File: src/rtl/keypad_scanner_if.sv
// Keypad scanner signal bundle: matrix drive/return, raw button, and conditioned outputs.
interface keypad_scanner_if;
  logic [3:0] rows;
  logic [2:0] cols;
  logic       pushbutton_raw;
  logic [3:0] keypad;
  logic       key_valid;
  logic       pushbutton;

  // Scanner side.
  modport master (
    output rows,
    output keypad,
    output key_valid,
    output pushbutton,
    input  cols,
    input  pushbutton_raw
  );

  // Keypad / downstream FSM side.
  modport slave (
    input  rows,
    input  keypad,
    input  key_valid,
    input  pushbutton,
    output cols,
    output pushbutton_raw
  );
endinterface

File: src/rtl/keypad_scanner.sv
// 4x3 active-low matrix keypad scanner with key and pushbutton debouncing.
// Produces a held key code (1..12, 0 = none) with a one-cycle key_valid pulse,
// and a one-cycle pulse per debounced pushbutton press.
module keypad_scanner #(
  parameter int unsigned SCAN_TICKS   = 4,
  parameter int unsigned DEBOUNCE_CNT = 8
) (
  input logic              clk,
  input logic              reset,
  keypad_scanner_if.master bus
);

  localparam int unsigned MaxCnt = (SCAN_TICKS > DEBOUNCE_CNT) ? SCAN_TICKS : DEBOUNCE_CNT;
  localparam int unsigned CntW   = $clog2(MaxCnt + 1);

  localparam logic [CntW-1:0] ScanLast = CntW'(SCAN_TICKS - 1);
  localparam logic [CntW-1:0] DebDone  = CntW'(DEBOUNCE_CNT);
  localparam logic [CntW-1:0] CntSat   = {CntW{1'b1}};

  typedef enum logic [1:0] {StScan, StDebounce, StHeld} state_e;

  state_e          state_q, state_d;
  logic [1:0]      row_idx_q, row_idx_d;
  logic [CntW-1:0] scan_cnt_q, scan_cnt_d;
  logic [CntW-1:0] deb_cnt_q, deb_cnt_d;
  logic [1:0]      cand_col_q, cand_col_d;
  logic [3:0]      keypad_q, keypad_d;
  logic            key_valid_q, key_valid_d;

  logic [2:0]      cols_s1_q, cols_s2_q;
  logic            btn_s1_q, btn_s2_q;
  logic            btn_level_q, btn_level_d;
  logic [CntW-1:0] btn_cnt_q, btn_cnt_d;
  logic            pushbutton_q, pushbutton_d;

  logic            any_low;
  logic [1:0]      first_low;
  logic            cand_low;
  logic [3:0]      key_code;
  logic [CntW-1:0] scan_inc, deb_inc, btn_inc;

  // Two-flop synchronizers for the asynchronous column returns and button.
  always_ff @(posedge clk) begin
    if (!reset) begin
      cols_s1_q <= 3'b111;
      cols_s2_q <= 3'b111;
      btn_s1_q  <= 1'b0;
      btn_s2_q  <= 1'b0;
    end else begin
      cols_s1_q <= bus.cols;
      cols_s2_q <= cols_s1_q;
      btn_s1_q  <= bus.pushbutton_raw;
      btn_s2_q  <= btn_s1_q;
    end
  end

  // Column decode and saturating increments shared by the FSM and button logic.
  always_comb begin
    any_low   = ~&cols_s2_q;
    first_low = 2'd2;
    if (!cols_s2_q[0]) begin
      first_low = 2'd0;
    end else if (!cols_s2_q[1]) begin
      first_low = 2'd1;
    end
    cand_low = 1'b0;
    case (cand_col_q)
      2'd0:    cand_low = ~cols_s2_q[0];
      2'd1:    cand_low = ~cols_s2_q[1];
      2'd2:    cand_low = ~cols_s2_q[2];
      default: cand_low = 1'b0;
    endcase
    key_code = {2'b00, row_idx_q} * 4'd3 + {2'b00, cand_col_q} + 4'd1;
    scan_inc = (scan_cnt_q == CntSat) ? scan_cnt_q : scan_cnt_q + CntW'(1);
    deb_inc  = (deb_cnt_q == CntSat) ? deb_cnt_q : deb_cnt_q + CntW'(1);
    btn_inc  = (btn_cnt_q == CntSat) ? btn_cnt_q : btn_cnt_q + CntW'(1);
  end

  // Scan / debounce / held FSM next state.
  always_comb begin
    state_d     = state_q;
    row_idx_d   = row_idx_q;
    scan_cnt_d  = scan_cnt_q;
    deb_cnt_d   = deb_cnt_q;
    cand_col_d  = cand_col_q;
    keypad_d    = keypad_q;
    key_valid_d = 1'b0;
    unique case (state_q)
      StScan: begin
        if (scan_cnt_q >= ScanLast) begin
          scan_cnt_d = '0;
          if (any_low) begin
            cand_col_d = first_low;
            deb_cnt_d  = '0;
            state_d    = StDebounce;
          end else begin
            row_idx_d = row_idx_q + 2'd1;
          end
        end else begin
          scan_cnt_d = scan_inc;
        end
      end
      StDebounce: begin
        if (cand_low) begin
          if (deb_inc == DebDone) begin
            keypad_d    = key_code;
            key_valid_d = 1'b1;
            deb_cnt_d   = '0;
            state_d     = StHeld;
          end else begin
            deb_cnt_d = deb_inc;
          end
        end else begin
          // Bounce during press: abandon this candidate and move on.
          row_idx_d  = row_idx_q + 2'd1;
          scan_cnt_d = '0;
          deb_cnt_d  = '0;
          state_d    = StScan;
        end
      end
      StHeld: begin
        if (!cand_low) begin
          if (deb_inc == DebDone) begin
            keypad_d   = 4'd0;
            row_idx_d  = row_idx_q + 2'd1;
            scan_cnt_d = '0;
            deb_cnt_d  = '0;
            state_d    = StScan;
          end else begin
            deb_cnt_d = deb_inc;
          end
        end else begin
          // Release bounce: any low sample restarts the release count.
          deb_cnt_d = '0;
        end
      end
      default: state_d = StScan;
    endcase
  end

  // Pushbutton debounce next state; pulse only on a debounced rising flip.
  always_comb begin
    btn_level_d  = btn_level_q;
    btn_cnt_d    = '0;
    pushbutton_d = 1'b0;
    if (btn_s2_q != btn_level_q) begin
      if (btn_inc == DebDone) begin
        btn_level_d  = btn_s2_q;
        pushbutton_d = btn_s2_q;
      end else begin
        btn_cnt_d = btn_inc;
      end
    end
  end

  // State registers for FSM and pushbutton debounce.
  always_ff @(posedge clk) begin
    if (!reset) begin
      state_q      <= StScan;
      row_idx_q    <= 2'd0;
      scan_cnt_q   <= '0;
      deb_cnt_q    <= '0;
      cand_col_q   <= 2'd0;
      keypad_q     <= 4'd0;
      key_valid_q  <= 1'b0;
      btn_level_q  <= 1'b0;
      btn_cnt_q    <= '0;
      pushbutton_q <= 1'b0;
    end else begin
      state_q      <= state_d;
      row_idx_q    <= row_idx_d;
      scan_cnt_q   <= scan_cnt_d;
      deb_cnt_q    <= deb_cnt_d;
      cand_col_q   <= cand_col_d;
      keypad_q     <= keypad_d;
      key_valid_q  <= key_valid_d;
      btn_level_q  <= btn_level_d;
      btn_cnt_q    <= btn_cnt_d;
      pushbutton_q <= pushbutton_d;
    end
  end

  assign bus.rows       = ~(4'b0001 << row_idx_q);
  assign bus.keypad     = keypad_q;
  assign bus.key_valid  = key_valid_q;
  assign bus.pushbutton = pushbutton_q;

endmodule

File: src/flat_wrapper.sv
// flat-port wrapper written by rule: the top's interface ports become plain ports
module keypad_scanner_flat 
#(
  parameter int unsigned SCAN_TICKS   = 4,
  parameter int unsigned DEBOUNCE_CNT = 8
)
  (clk, reset, bus_rows, bus_keypad, bus_key_valid, bus_pushbutton, bus_cols, bus_pushbutton_raw);
  keypad_scanner_if bus_i ();
  input logic clk;
  input logic reset;
  output wire logic [$bits(bus_i.rows)-1:0] bus_rows;
  output wire logic [$bits(bus_i.keypad)-1:0] bus_keypad;
  output wire logic [$bits(bus_i.key_valid)-1:0] bus_key_valid;
  output wire logic [$bits(bus_i.pushbutton)-1:0] bus_pushbutton;
  input wire logic [$bits(bus_i.cols)-1:0] bus_cols;
  input wire logic [$bits(bus_i.pushbutton_raw)-1:0] bus_pushbutton_raw;
  assign bus_rows = bus_i.rows;
  assign bus_keypad = bus_i.keypad;
  assign bus_key_valid = bus_i.key_valid;
  assign bus_pushbutton = bus_i.pushbutton;
  assign bus_i.cols = bus_cols;
  assign bus_i.pushbutton_raw = bus_pushbutton_raw;
  keypad_scanner #(.SCAN_TICKS(SCAN_TICKS), .DEBOUNCE_CNT(DEBOUNCE_CNT)) u_core (.clk(clk), .reset(reset), .bus(bus_i));
endmodule
File: config.mk
export PLATFORM = sky130hd
export DESIGN_NAME = keypad_scanner_flat
export DESIGN_NICKNAME = d
export VERILOG_FILES = /design/src/rtl/keypad_scanner_if.sv /design/src/rtl/keypad_scanner.sv /design/src/flat_wrapper.sv
export SDC_FILE = /design/constraint.sdc
export NUM_CORES = 1
export LEC_CHECK = 0
export ABC_CLOCK_PERIOD_IN_PS = 2600
export CAP_MARGIN = 20
export CORE_MARGIN = 2
export CORE_UTILIZATION = 30
export DETAILED_ROUTE_END_ITERATION = 8
export SLEW_MARGIN = 20
export SYNTH_ARGS = -nofsm -noshare
export SYNTH_HDL_FRONTEND = slang
export SYNTH_SLANG_ARGS = --single-unit
File: constraint.sdc
create_clock -name clk -period 2.6 [get_ports clk]
set_input_delay 0.52 -clock clk [delete_from_list [all_inputs] [get_ports clk]]
set_output_delay 0.52 -clock clk [all_outputs]
set_load 0.005 [all_outputs]
# Yosys cells after proc, flatten, opt, wreduce, memory -nomap -nowiden
# Index checks and enable logic that the tools add are counted.
dict set report word_totals {
  out_inout_bits 10
  input_bits 6
  wordCells 99
  ff_bits 33
}
dict set report op_classes {
  mul 1
  shift 1
  n_lt_le_gt_ge 1
  bitwise_logic 7
  reduce_logical 15
  add_sub_neg 6
  muxes 34
  n_eq_ne 20
}
# cell n
set ops {}
lappend ops {{$mux W4} 14}
lappend ops {{$mux W2} 13}
lappend ops {{$pmux W4 S3} 2}
lappend ops {{$eq A4 B4 Y1 const B} 5}
lappend ops {{$add A4 B1 Y4 const B} 4}
lappend ops {{$reduce_and A3 Y1} 5}
lappend ops {{$reduce_and A5 Y1} 3}
lappend ops {{$pmux W2 S3} 2}
lappend ops {{$ne A2 B1 Y1 const B} 5}
lappend ops {{$pmux W4 S2} 1}
lappend ops {{$ne A2 B2 Y1 const B} 3}
lappend ops {{$ne A3 B3 Y1 const B} 2}
lappend ops {{$not A1 Y1} 6}
lappend ops {{$reduce_and A6 Y1} 1}
lappend ops {{$add A4 B2 Y4} 1}
lappend ops {{$eq A2 B1 Y1 const B} 2}
lappend ops {{$eq A2 B2 Y1 const B} 2}
lappend ops {{$ge A4 B2 Y1 const B} 1}
lappend ops {{$logic_not A2 Y1} 2}
lappend ops {{$mul A2 B2 Y4 const B} 1}
lappend ops {{$not A4 Y4} 1}
lappend ops {{$shl A1 B2 Y4 const A} 1}
lappend ops {{$pmux W1 S3} 1}
lappend ops {{$reduce_bool A3 Y1} 1}
lappend ops {{other kinds (6)} 6}

# Logic depth before layout (Yosys ltp)
# Gate-level depths: netlist of run 1.
dict set report depth {
  word_depth 6
  depth_mapped 7
  ltp_nobuf 7
}

# Worst setup path after synthesis of run 1
# Ideal clock, no wire load.
dict set report synth_timing {
  path_type {reg-to-reg}
  from {reg u_core.deb_cnt_q[0]}
  to {reg u_core.keypad_q[2] (netlist: u_core.bus.keypad[2])}
  n_path_buf 0
  arrival_ns 1.679
  slack_ns 0.805
  period_less_slack_ns 1.795
  required_time_ns 2.483
  setup_ns 0.117
  path_stages_with_launch 7
  path_cell_list {dfxtp_1 -> ha_1 -> and4b_1 -> o21ai_1 -> a221o_1 -> o2bb2ai_2 -> a22o_1}
}
dict set report synth_via {
  elab_chain_cells 5
  word_cells_on_any_way 7
  classes_between {add/sub: 1; eq/ne: 4; mux: 1; reduce/logical: 1}
}
# item line
set synth_rtl {}
lappend synth_rtl {{start, declared} keypad_scanner.sv:25} ;# logic [CntW-1:0] deb_cnt_q, deb_cnt_d;
lappend synth_rtl {{start signal, assigned} keypad_scanner.sv:173} ;# deb_cnt_q <= deb_cnt_d;
lappend synth_rtl {{$add A4 B1 Y4 or $eq A4 B4 Y1 (tied branches)} keypad_scanner.sv:75} ;# deb_inc = (deb_cnt_q == CntSat) ? deb_cnt_q : deb_cnt_q + CntW'(1);
lappend synth_rtl {{$mux W4 *} keypad_scanner.sv:75}
lappend synth_rtl {{$eq A4 B4 Y1 *} {keypad_scanner.sv:105, keypad_scanner.sv:123}}
lappend synth_rtl {{$ne A2 B1 Y1 (no line)} -}
lappend synth_rtl {{$reduce_and A5 Y1 (no line) *} -}
lappend synth_rtl {{end signal, assigned} keypad_scanner.sv:175} ;# keypad_q <= keypad_d;
lappend synth_rtl {{end, declared} keypad_scanner.sv:27} ;# logic [3:0] keypad_q, keypad_d;
# Mark *: on every way between the ends. The rest lies on a longest branch, timed or not.
# A chain may end at the register's enable or synchronous reset.

# Worst setup path after layout of run 1
dict set report layout_timing {
  from {reg u_core.row_idx_q[0]}
  to {out bus_rows[2]}
}
dict set report layout_via {
  elab_chain_cells 2
}
# item line
set layout_rtl {}
lappend layout_rtl {{start, declared} keypad_scanner.sv:23} ;# logic [1:0] row_idx_q, row_idx_d;
lappend layout_rtl {{start signal, assigned} keypad_scanner.sv:171} ;# row_idx_q <= row_idx_d;
lappend layout_rtl {{$shl A1 B2 Y4} keypad_scanner.sv:183} ;# assign bus.rows = ~(4'b0001 << row_idx_q);
lappend layout_rtl {{$not A4 Y4} keypad_scanner.sv:183}
lappend layout_rtl {{end, declared} flat_wrapper.sv:11} ;# output wire logic [$bits(bus_i.rows)-1:0] bus_rows;
# Every way passes these cells.

==> results.toml, run 1 <==
[logic_synthesis]
yosys_warnings = 0
postSynth.asyncResetShare_pct = 0
yosys-top-cells-count = "33 x sky130_fd_sc_hd__dfxtp_1, 16 x sky130_fd_sc_hd__inv_1, 14 x sky130_fd_sc_hd__ha_1, 14 x sky130_fd_sc_hd__nand2_1"
synth_top_cell_area_share_pct = 38.15
ys_ff_latch = 33
synth_top_cell_by_area = "sky130_fd_sc_hd__dfxtp_1"
synth.yosys.seq_area_share_pct = 38.15
synth_area_leaders = "sky130_fd_sc_hd__dfxtp_1 38%, sky130_fd_sc_hd__ha_1 10%, sky130_fd_sc_hd__mux2i_1 4.0%, sky130_fd_sc_hd__a21oi_1 3.5%, sky130_fd_sc_hd__inv_1 3.5%"
synth_cells = 187
syn_nets = 209
synth.avg_cell_area_um2 = 9.260
synthDistinctLibCells = 48
synth_ff_type = "sky130_fd_sc_hd__dfxtp_1"
synth_most_common_cell = "sky130_fd_sc_hd__dfxtp_1"
synth_enable_flop_cells = 0
mappedNetlistArea_um2 = 1732

[detailed_routing]
drt-wirelength-per-cell_um = 11.40
drt-pass1-iter-count = 4
initialDrtViolationCount = 42
drt-total-wl_um = 3202
vias = 1353
viasPerCell = 4.815
route.detailed.drc = 0
ant_nets = 0

[run]
drv_cap = 0

[setup_path]
critical_path.max_stage_delay_ps = 490
timing.reg2reg.setup_slack_ps = 600
worst-path-buf-inv = 3
cp_slowest_cell = "sky130_fd_sc_hd__clkdlybuf4s50_1"
timing_worst_setup_path_type = "reg -> out"
crit_fanout = 6
critPathMostFrequentCell = "sky130_fd_sc_hd__inv_1"
crit_required_ps = 2080
setup.worst_path.end_class = "output port"
r2r.worst_path.cells = 6
worst_r2r_startpoint = "u_core.deb_cnt_q[0]"
critical_path.top_delay_family = "buffers and inverters"
arrival_ps = 1610
worst_r2r_endpoint = "u_core.bus.keypad[2]"
startpoint_type = "register"
crit_path_cell_trace = "inv_1 -> ha_1 -> inv_1 -> clkdlybuf4s50_1"

[clocking]
clk_path_buf_depth = 2
ctsHoldBuffers = 0
cts.sinks = 33
tritoncts = "built"
cts_setup_buffers = 0
clk-insertion-delay-late_ps = 280
ctsResizeCount = 0
cts.root.buffer_cell = "sky130_fd_sc_hd__clkbuf_8"
htree_num_levels = 2
clkSlewWorstSetupHoldPaths_ps = 70
cts_inserted_buffers = 5

[placement]
buffer_ports.inserted = 15
place_congestion = 0.7902
dpl.cell_count = 273
placement.setup.worst_slack_ps = 595.1
dp_hpwl_um = 2432

[power_and_ir_drop]
power_switching_mw = 0.3818
internal_power_mw = 0.9133
power-per-cell-area_nw_per_um2 = 625.0
sequentialPowerShare_pct = 44.5
power_leakage_nw = 0.8028
max-vdd-ir-drop_uv = 458.3
power.clock.fraction_pct = 30.9
swShare_pct = 29.48
p_comb_share_pct = 24.6

[global_route]
maximum_number_of_pins_on_one_net_before_global_route_repair = 18
initial_antenna_violation_count = 0
global_route.overflow_total = 0
grt_util_all_layers_pct = 11.75
vias_in_the_first_global_route = 1303
grt_pass1_wl_um = 5858

[layout]
area.growth.synth_to_final_pct = 19.65
post_route_cells_drive_above_1_share_pct = 9.569
layout.nets = 230
fillerInstances = 592
antenna-diode-count = 0
core_occupancy_in_the_finished_layout_pct = 37.40
final_cell_count_no_fill = 281

[die]
core_um2 = 5540
die_span_x_um = 79.98
floorplan.io_pins = 16
die_h_um = 79.98
fp.dieArea_um2 = 6396
std_cell_rows = 27
start_util_pct = 31.26

[timing]
final.period_utilization_pct = 82.04
maxSlewViolCount = 0
post-route-worst-setup-slack_ps = 466.9
fmax_ghz = 0.4688
timing.setup.tns_ps = 0
final.setup_skew_ps = 8.706
worst_pin_slew_ps = 512.8
final-setup-viol-count = 0
finalHoldViolCount = 0
period_minus_slack_ps = 2133
max-slew-margin-rel_pct = 65.74
rsz0062_at_grt = "no"

[hold_path]
hold_path.startpoint = "u_core.cols_s1_q[2]"
hold_path_end = "u_core.cols_s2_q[2]"
holdPathStages = 1
hold_path.class = "reg -> reg"

[run_status]
outcome = "finished, final reports clean"
[cell families after synthesis]
group	after synthesis	share of synthesized area, %
adder cells (fa/ha/maj)	16	12.43
multiplexers	7	4.046
buffers and inverters	19	4.119
AND/OR/NAND/NOR	69	22.18
XOR/XNOR	3	1.518
flip-flops	33	38.15
AO/OA/AOI/OAI	40	17.56
[worst reg2reg max path: stages (launching register included)]
cell and delay [ps]:
sky130_fd_sc_hd__dfxtp_1 420, sky130_fd_sc_hd__ha_1 300, sky130_fd_sc_hd__and4b_1 260, sky130_fd_sc_hd__o21ai_1 100, sky130_fd_sc_hd__a221o_1 410, sky130_fd_sc_hd__o2bb2ai_2 170, sky130_fd_sc_hd__a22o_1 230
[power groups by stage]
stage	Clock (mW)	Combinational (mW)	Sequential, mW
6_report	0.400	0.319	0.576
5_1_grt	0.434	0.375	0.582
4_1_cts	0.415	0.325	0.577
3_5_place_dp	0	0.323	0.588
3_3_place_gp	0	0.316	0.587
2_1_floorplan	0	0.229	0.580
[layer usage]
layer	vias to the layer above	share of wire (%)	GRT usage, %
met5	-	0	0
met4	0	1.8	4.746
met3	6	3.1	3.394
met2	21	43	17.50
met1	626	52	15.83
li1	700	-	-
[how the worst max path moves through the flow]
stage                              from                   end  depth (start not counted)
floorplan           u_core.deb_cnt_q[0]  u_core.bus.keypad[2]                          6
global placement    u_core.deb_cnt_q[0]  u_core.bus.keypad[2]                          6
detailed placement  u_core.deb_cnt_q[0]  u_core.bus.keypad[2]                          6
CTS                 u_core.row_idx_q[0]           bus_rows[2]                          4
global route        u_core.row_idx_q[0]           bus_rows[2]                          4
finish              u_core.row_idx_q[0]           bus_rows[2]                          4
[layout make-up]
type / instances / area [um2] / share of cell area, %
clock inverters: 2 / 13.76 / 0.6643
clock buffers: 6 / 82.58 / 3.986
multi-input cells: 135 / 999.7 / 48.25
repair buffers: 17 / 165.2 / 7.971
well taps: 72 / 90.09 / 4.348
inverters: 16 / 60.06 / 2.899
flip-flops and latches: 33 / 660.6 / 31.88
[metrics by stage]
stage                     instance area, um2  hold slack, ps  total power [mW]
after floorplan                         1732           386.3            0.8087
after global placement                  1976           391.7            0.9029
after detailed placement                1976           391.6            0.9110
after CTS                               2072           408.7             1.317
after global routing                    2072           417.6             1.391
final                                   2072           405.8             1.295
[layout by cell type (no fill, tap or decap), types with 7 or more instances in the layout]
cell,n
sky130_fd_sc_hd__ha_1,14
sky130_fd_sc_hd__dfxtp_1,33
sky130_fd_sc_hd__clkdlybuf4s50_1,15
sky130_fd_sc_hd__mux2i_1,7
sky130_fd_sc_hd__a21oi_1,12
sky130_fd_sc_hd__inv_1,16
sky130_fd_sc_hd__nand2_1,14
sky130_fd_sc_hd__o21ai_0,8
sky130_fd_sc_hd__nor2_1,12
sky130_fd_sc_hd__nand2b_1,8
[state kept, by name, summed over array words and instances (netlist names)]
name / flops
u_core.btn_level_q: 1
u_core.cand_col_q: 2
u_core.deb_cnt_q: 4
u_core.scan_cnt_q: 4
u_core.bus.key_valid: 1
u_core.btn_s1_q: 1
u_core.cols_s1_q: 3
u_core.row_idx_q: 2
u_core.bus.pushbutton: 1
u_core.btn_cnt_q: 4
u_core.bus.keypad: 4
u_core.btn_s2_q: 1
u_core.cols_s2_q: 3
u_core.state_q: 2
Power figures use the tool's default switching activity.
==> inputs of run 2 (changes only) <==
--- a/config.mk
+++ b/config.mk
@@ -5,7 +5,7 @@
 export SDC_FILE = /design/constraint.sdc
 export NUM_CORES = 1
 export LEC_CHECK = 0
-export ABC_CLOCK_PERIOD_IN_PS = 2600
+export ABC_CLOCK_PERIOD_IN_PS = 1800
 export CAP_MARGIN = 20
 export CORE_MARGIN = 2
 export CORE_UTILIZATION = 30
==> constraint.sdc (replaced) <==
create_clock -name clk -period 1.8 [get_ports clk]
set_input_delay 0.36 -clock clk [delete_from_list [all_inputs] [get_ports clk]]
set_output_delay 0.36 -clock clk [all_outputs]
set_load 0.005 [all_outputs]
==> results.toml, run 2 (synthesis results as in run 1) <==
[global_route]
maximum_number_of_pins_on_one_net_before_global_route_repair = 15
initial_antenna_violation_count = 0
grt_pass1_wl_um = 5768
vias_in_the_first_global_route = 1288
grt_util_all_layers_pct = 11.73
global_route.overflow_total = 0

[clocking]
cts.root.buffer_cell = "sky130_fd_sc_hd__clkbuf_8"
htree_num_levels = 2
clkSlewWorstSetupHoldPaths_ps = 70
cts.sinks = 33
cts_inserted_buffers = 5
tritoncts = "built"
clk-insertion-delay-late_ps = 280
clk_path_buf_depth = 2
ctsHoldBuffers = 0

[layout]
fillerInstances = 546
antenna-diode-count = 0
area.growth.synth_to_final_pct = 32.73
mostFrequentLayoutCell = "sky130_fd_sc_hd__dfxtp_1"
post_route_cells_drive_above_1_share_pct = 23.18
final_cell_count_no_fill = 305
final_cell_mix = "30 x sky130_fd_sc_hd__dfxtp_1, 25 x sky130_fd_sc_hd__buf_4, 15 x sky130_fd_sc_hd__inv_1, 14 x sky130_fd_sc_hd__nand2_1"
layout.nets = 254

[detailed_routing]
drt-wirelength-per-cell_um = 11.11
vias = 1428
drt-total-wl_um = 3389
initialDrtViolationCount = 65
route.detailed.drc = 0
viasPerCell = 4.682
ant_nets = 0
drt-pass1-iter-count = 4

[setup_path]
worst-path-buf-inv = 2
crit_path_cell_trace = "buf_4 -> fa_1 -> inv_2 -> fa_2 -> xnor2_1 -> a22o_1"
critical_path.max_stage_delay_ps = 540
crit_fanout = 2
startpoint_type = "register"
crit_required_ps = 1980
timing_worst_setup_path_type = "reg -> reg"
setup.worst_path.end_class = "register"
critical_path.top_delay_family = "adder cells"
cp_slowest_cell = "sky130_fd_sc_hd__fa_1"
arrival_ps = 1970

[die]
std_cell_rows = 27
start_util_pct = 31.26
fp.dieArea_um2 = 6396
die_span_x_um = 79.98
core_um2 = 5540
die_h_um = 79.98
floorplan.io_pins = 16

[timing]
final-setup-viol-count = 0
finalHoldViolCount = 0
worst_pin_slew_ps = 335.4
final.setup_skew_ps = 5.419
maxSlewViolCount = 0
final.period_utilization_pct = 99.15
fmax_ghz = 0.5603
max-slew-margin-rel_pct = 77.60
rsz0062_at_grt = "yes"
timing.setup.tns_ps = 0
period_minus_slack_ps = 1785

[power_and_ir_drop]
power_leakage_nw = 0.9288
max-vdd-ir-drop_uv = 521.0
power-per-cell-area_nw_per_um2 = 903.1

[placement]
dp_hpwl_um = 2524
buffer_ports.inserted = 15
place_congestion = 0.7918
dpl.cell_count = 293

[hold_path]
hold_path.class = "reg -> reg"

[run]
drv_cap = 0

[run_status]
outcome = "finished, final reports clean"
[run 2: report_power, final]
group          total [mW]  internal (mW)  switching (mW)
combinational       0.552          0.281           0.271
clock               0.704          0.414           0.290
sequential          0.820          0.786          0.0344
[run 2: worst register-to-register path, delay by kind of cell (launching register included)]
| family | cells | cell delay [ps] |
|---|---|---|
| xor gates and xnor gates | 1 | 130 |
| AOI/OAI and AO/OA | 1 | 170 |
| DFF | 1 | 330 |
| adders and majority gates | 2 | 890 |
| buffers and inverters | 2 | 180 |
[run 2: through the flow]
| step | utilization [%] | worst slack, ps | hold WS [ps] | cell area [um2] | power [mW] |
|---|---|---|---|---|---|
| 3_5_place_dp | 38.37 | -32.77 | 390.9 | 2126 | 1.362 |
| 2_1_floorplan | - | 4.573 | 386.3 | 1732 | 1.168 |
| 6_report | 41.49 | 15.37 | 407.3 | 2298 | 2.076 |
| 4_1_cts | 40.83 | 1.422 | 408.9 | 2262 | 2.099 |
| 3_3_place_gp | 38.37 | -10.89 | 392.1 | 2126 | 1.353 |
| 5_1_grt | 41.49 | -40.77 | 421.8 | 2298 | 2.222 |
[run 2: final timing paths]
path                             from  cells after the start              endpoint  slack (ps)
setup / recovery  u_core.row_idx_q[0]                      6  u_core.bus.keypad[2]          20
setup reg to reg  u_core.row_idx_q[0]                      6  u_core.bus.keypad[2]          20
hold / removal    u_core.cols_s1_q[1]                      1   u_core.cols_s2_q[1]         410
hold reg to reg   u_core.cols_s1_q[1]                      1   u_core.cols_s2_q[1]         410
[run 2: cell type report]
| class | instances | area, um2 | share of cell area [%] |
|---|---|---|---|
| tap | 72 | 90.09 | 3.919 |
| clock buffer | 5 | 68.82 | 2.994 |
| multi-input combinational | 135 | 1025 | 44.58 |
| inverter | 16 | 60.06 | 2.613 |
| sequential | 33 | 664.4 | 28.91 |
| timing repair buffer | 41 | 344.1 | 14.97 |
| clock inverter | 3 | 46.29 | 2.014 |
[run 2: routing by layer]
layer	vias up	global-route usage (%)	wire (um)
met1	653	15.08	1771
met4	0	4.915	24
met3	2	3.846	105
met2	21	17.92	1489
li1	752	-	-
met5	-	0	0
[run 2: timing repair]
action	CTS	global route
pin swaps	4	5
setup endpoints to repair	7	14
buffers inserted	2	2
gates resized for setup	10	7
==> inputs of run 3 (changes only) <==
--- a/config.mk
+++ b/config.mk
@@ -10,6 +10,8 @@
 export CORE_MARGIN = 2
 export CORE_UTILIZATION = 30
 export DETAILED_ROUTE_END_ITERATION = 8
+export PLACE_DENSITY_LB_ADDON = 0.3
+export SETUP_SLACK_MARGIN = 0.05
 export SLEW_MARGIN = 20
 export SYNTH_ARGS = -nofsm -noshare
 export SYNTH_HDL_FRONTEND = slang
==> results.toml, run 3 (synthesis results as in run 1) <==
[setup_path]
worst-path-buf-inv = 2
cp_num_cells = 6
critical_path.max_stage_delay_ps = 540
crit_fanout = 2
arrival_ps = 1990
crit_path_cell_trace = "buf_6 -> fa_1 -> inv_2 -> fa_2 -> xnor2_2 -> a22o_1"
startpoint_type = "register"
cp_slowest_cell = "sky130_fd_sc_hd__fa_1"
timing.reg2reg.setup_slack_ps = -0.8
critical_path.top_delay_family = "adder cells"
crit_required_ps = 1990
r2r.worst_path.cells = 6
timing_worst_setup_path_type = "reg -> reg"
setup.worst_path.end_class = "register"

[placement]
dpl.cell_count = 286
dp_hpwl_um = 2512
place_congestion = 0.7814
placed_cell_area_um2 = 2082
buffer_ports.inserted = 15

[clocking]
cts_inserted_buffers = 5
htree_num_levels = 2
cts.root.buffer_cell = "sky130_fd_sc_hd__clkbuf_8"
clk_path_buf_depth = 2
cts.sinks = 33
clk-insertion-delay-late_ps = 290
tritoncts = "built"
clkSlewWorstSetupHoldPaths_ps = 70

[global_route]
initial_antenna_violation_count = 0
grt_pass1_wl_um = 5954
vias_in_the_first_global_route = 1384
global_route.overflow_total = 0
grt_util_all_layers_pct = 11.90
maximum_number_of_pins_on_one_net_before_global_route_repair = 18

[run_status]
outcome = "finished, violations left"
failed_checks = "negative setup slack"

[die]
die_h_um = 79.98
fp.dieArea_um2 = 6396
start_util_pct = 31.26
core_um2 = 5540
floorplan.io_pins = 16
die_span_x_um = 79.98
std_cell_rows = 27

[layout]
layout.nets = 246
final_cell_count_no_fill = 297
post_route_cells_drive_above_1_share_pct = 24.89
mostFrequentLayoutCell = "sky130_fd_sc_hd__dfxtp_1"
post-route-cell-area_um2 = 2297
area.growth.synth_to_final_pct = 32.66
antenna-diode-count = 0
final_cell_mix = "26 x sky130_fd_sc_hd__dfxtp_1, 17 x sky130_fd_sc_hd__buf_4, 14 x sky130_fd_sc_hd__inv_1, 14 x sky130_fd_sc_hd__nand2_1"

[timing]
worst_pin_slew_ps = 270.7
max-slew-margin-rel_pct = 81.76
timing.hold.ws_ps = 407.9
rsz0062_at_grt = "yes"
finalHoldViolCount = 0
maxSlewViolCount = 0
post-route-worst-setup-slack_ps = -0.7989
final.period_utilization_pct = 100.0
period_minus_slack_ps = 1801
timing.setup.tns_ps = -0.7989
final-setup-viol-count = 1
final.setup_skew_ps = 5.595
fmax_ghz = 0.5553

[power_and_ir_drop]
power-per-cell-area_nw_per_um2 = 854.7
total_chip_power_mw = 1.963
max-vdd-ir-drop_uv = 510.9
power_leakage_nw = 0.9053

[detailed_routing]
viasPerCell = 4.731
ant_nets = 0
drt-total-wl_um = 3484
drt-pass1-iter-count = 4
route.detailed.drc = 0
drt-wirelength-per-cell_um = 11.73
vias = 1405
initialDrtViolationCount = 40

[run]
drv_cap = 0

[hold_path]
hold_path.class = "reg -> reg"
holdPathStages = 1
## run 3: path summary, 6_finish.rpt
check / start / endpoint
worst max-delay path: u_core.row_idx_q[1] / u_core.bus.keypad[2]
worst max register to register: u_core.row_idx_q[1] / u_core.bus.keypad[2]
worst min register to register: u_core.cols_s1_q[2] / u_core.cols_s2_q[2]
worst min-delay path: u_core.cols_s1_q[2] / u_core.cols_s2_q[2]
## run 3: repair_timing
item	4_1_cts	5_1_grt
buffers inserted	1	2
setup endpoints to repair	6	14
hold buffers	0	0
resized for setup	11	18
pin swaps	3	9
## run 3: power breakdown
| part | switching, mW | internal (mW) |
|---|---|---|
| clock | 0.285 | 0.310 |
| combinational | 0.262 | 0.268 |
| sequential | 0.0476 | 0.791 |
## run 3: cell type report
type                       count  area (um2)
timing repair buffer          33       284.0
sequential                    33       671.9
inverter                      16       60.06
multi-input combinational    135        1095
clock buffer                   6       82.58
clock inverter                 2       13.76
tap                           72       90.09
fill                         572        3243
## run 3: through the flow
step	setup slack (ps)	utilization, %
floorplan	37.86	-
global placement	47.08	37.58
detailed placement	26.09	37.58
CTS	-6.404	39.70
global route	-67.58	41.46
finish	-0.7989	41.46
## run 3: metal layers
layer	vias up	routed length [um]	share of wire (%)	track usage, %
met3	8	124	3.6	3.167
met4	0	78	2.2	7.288
met2	23	1589	46	18.17
met5	-	0	0	0
met1	646	1692	49	14.80
li1	728	-	-	-
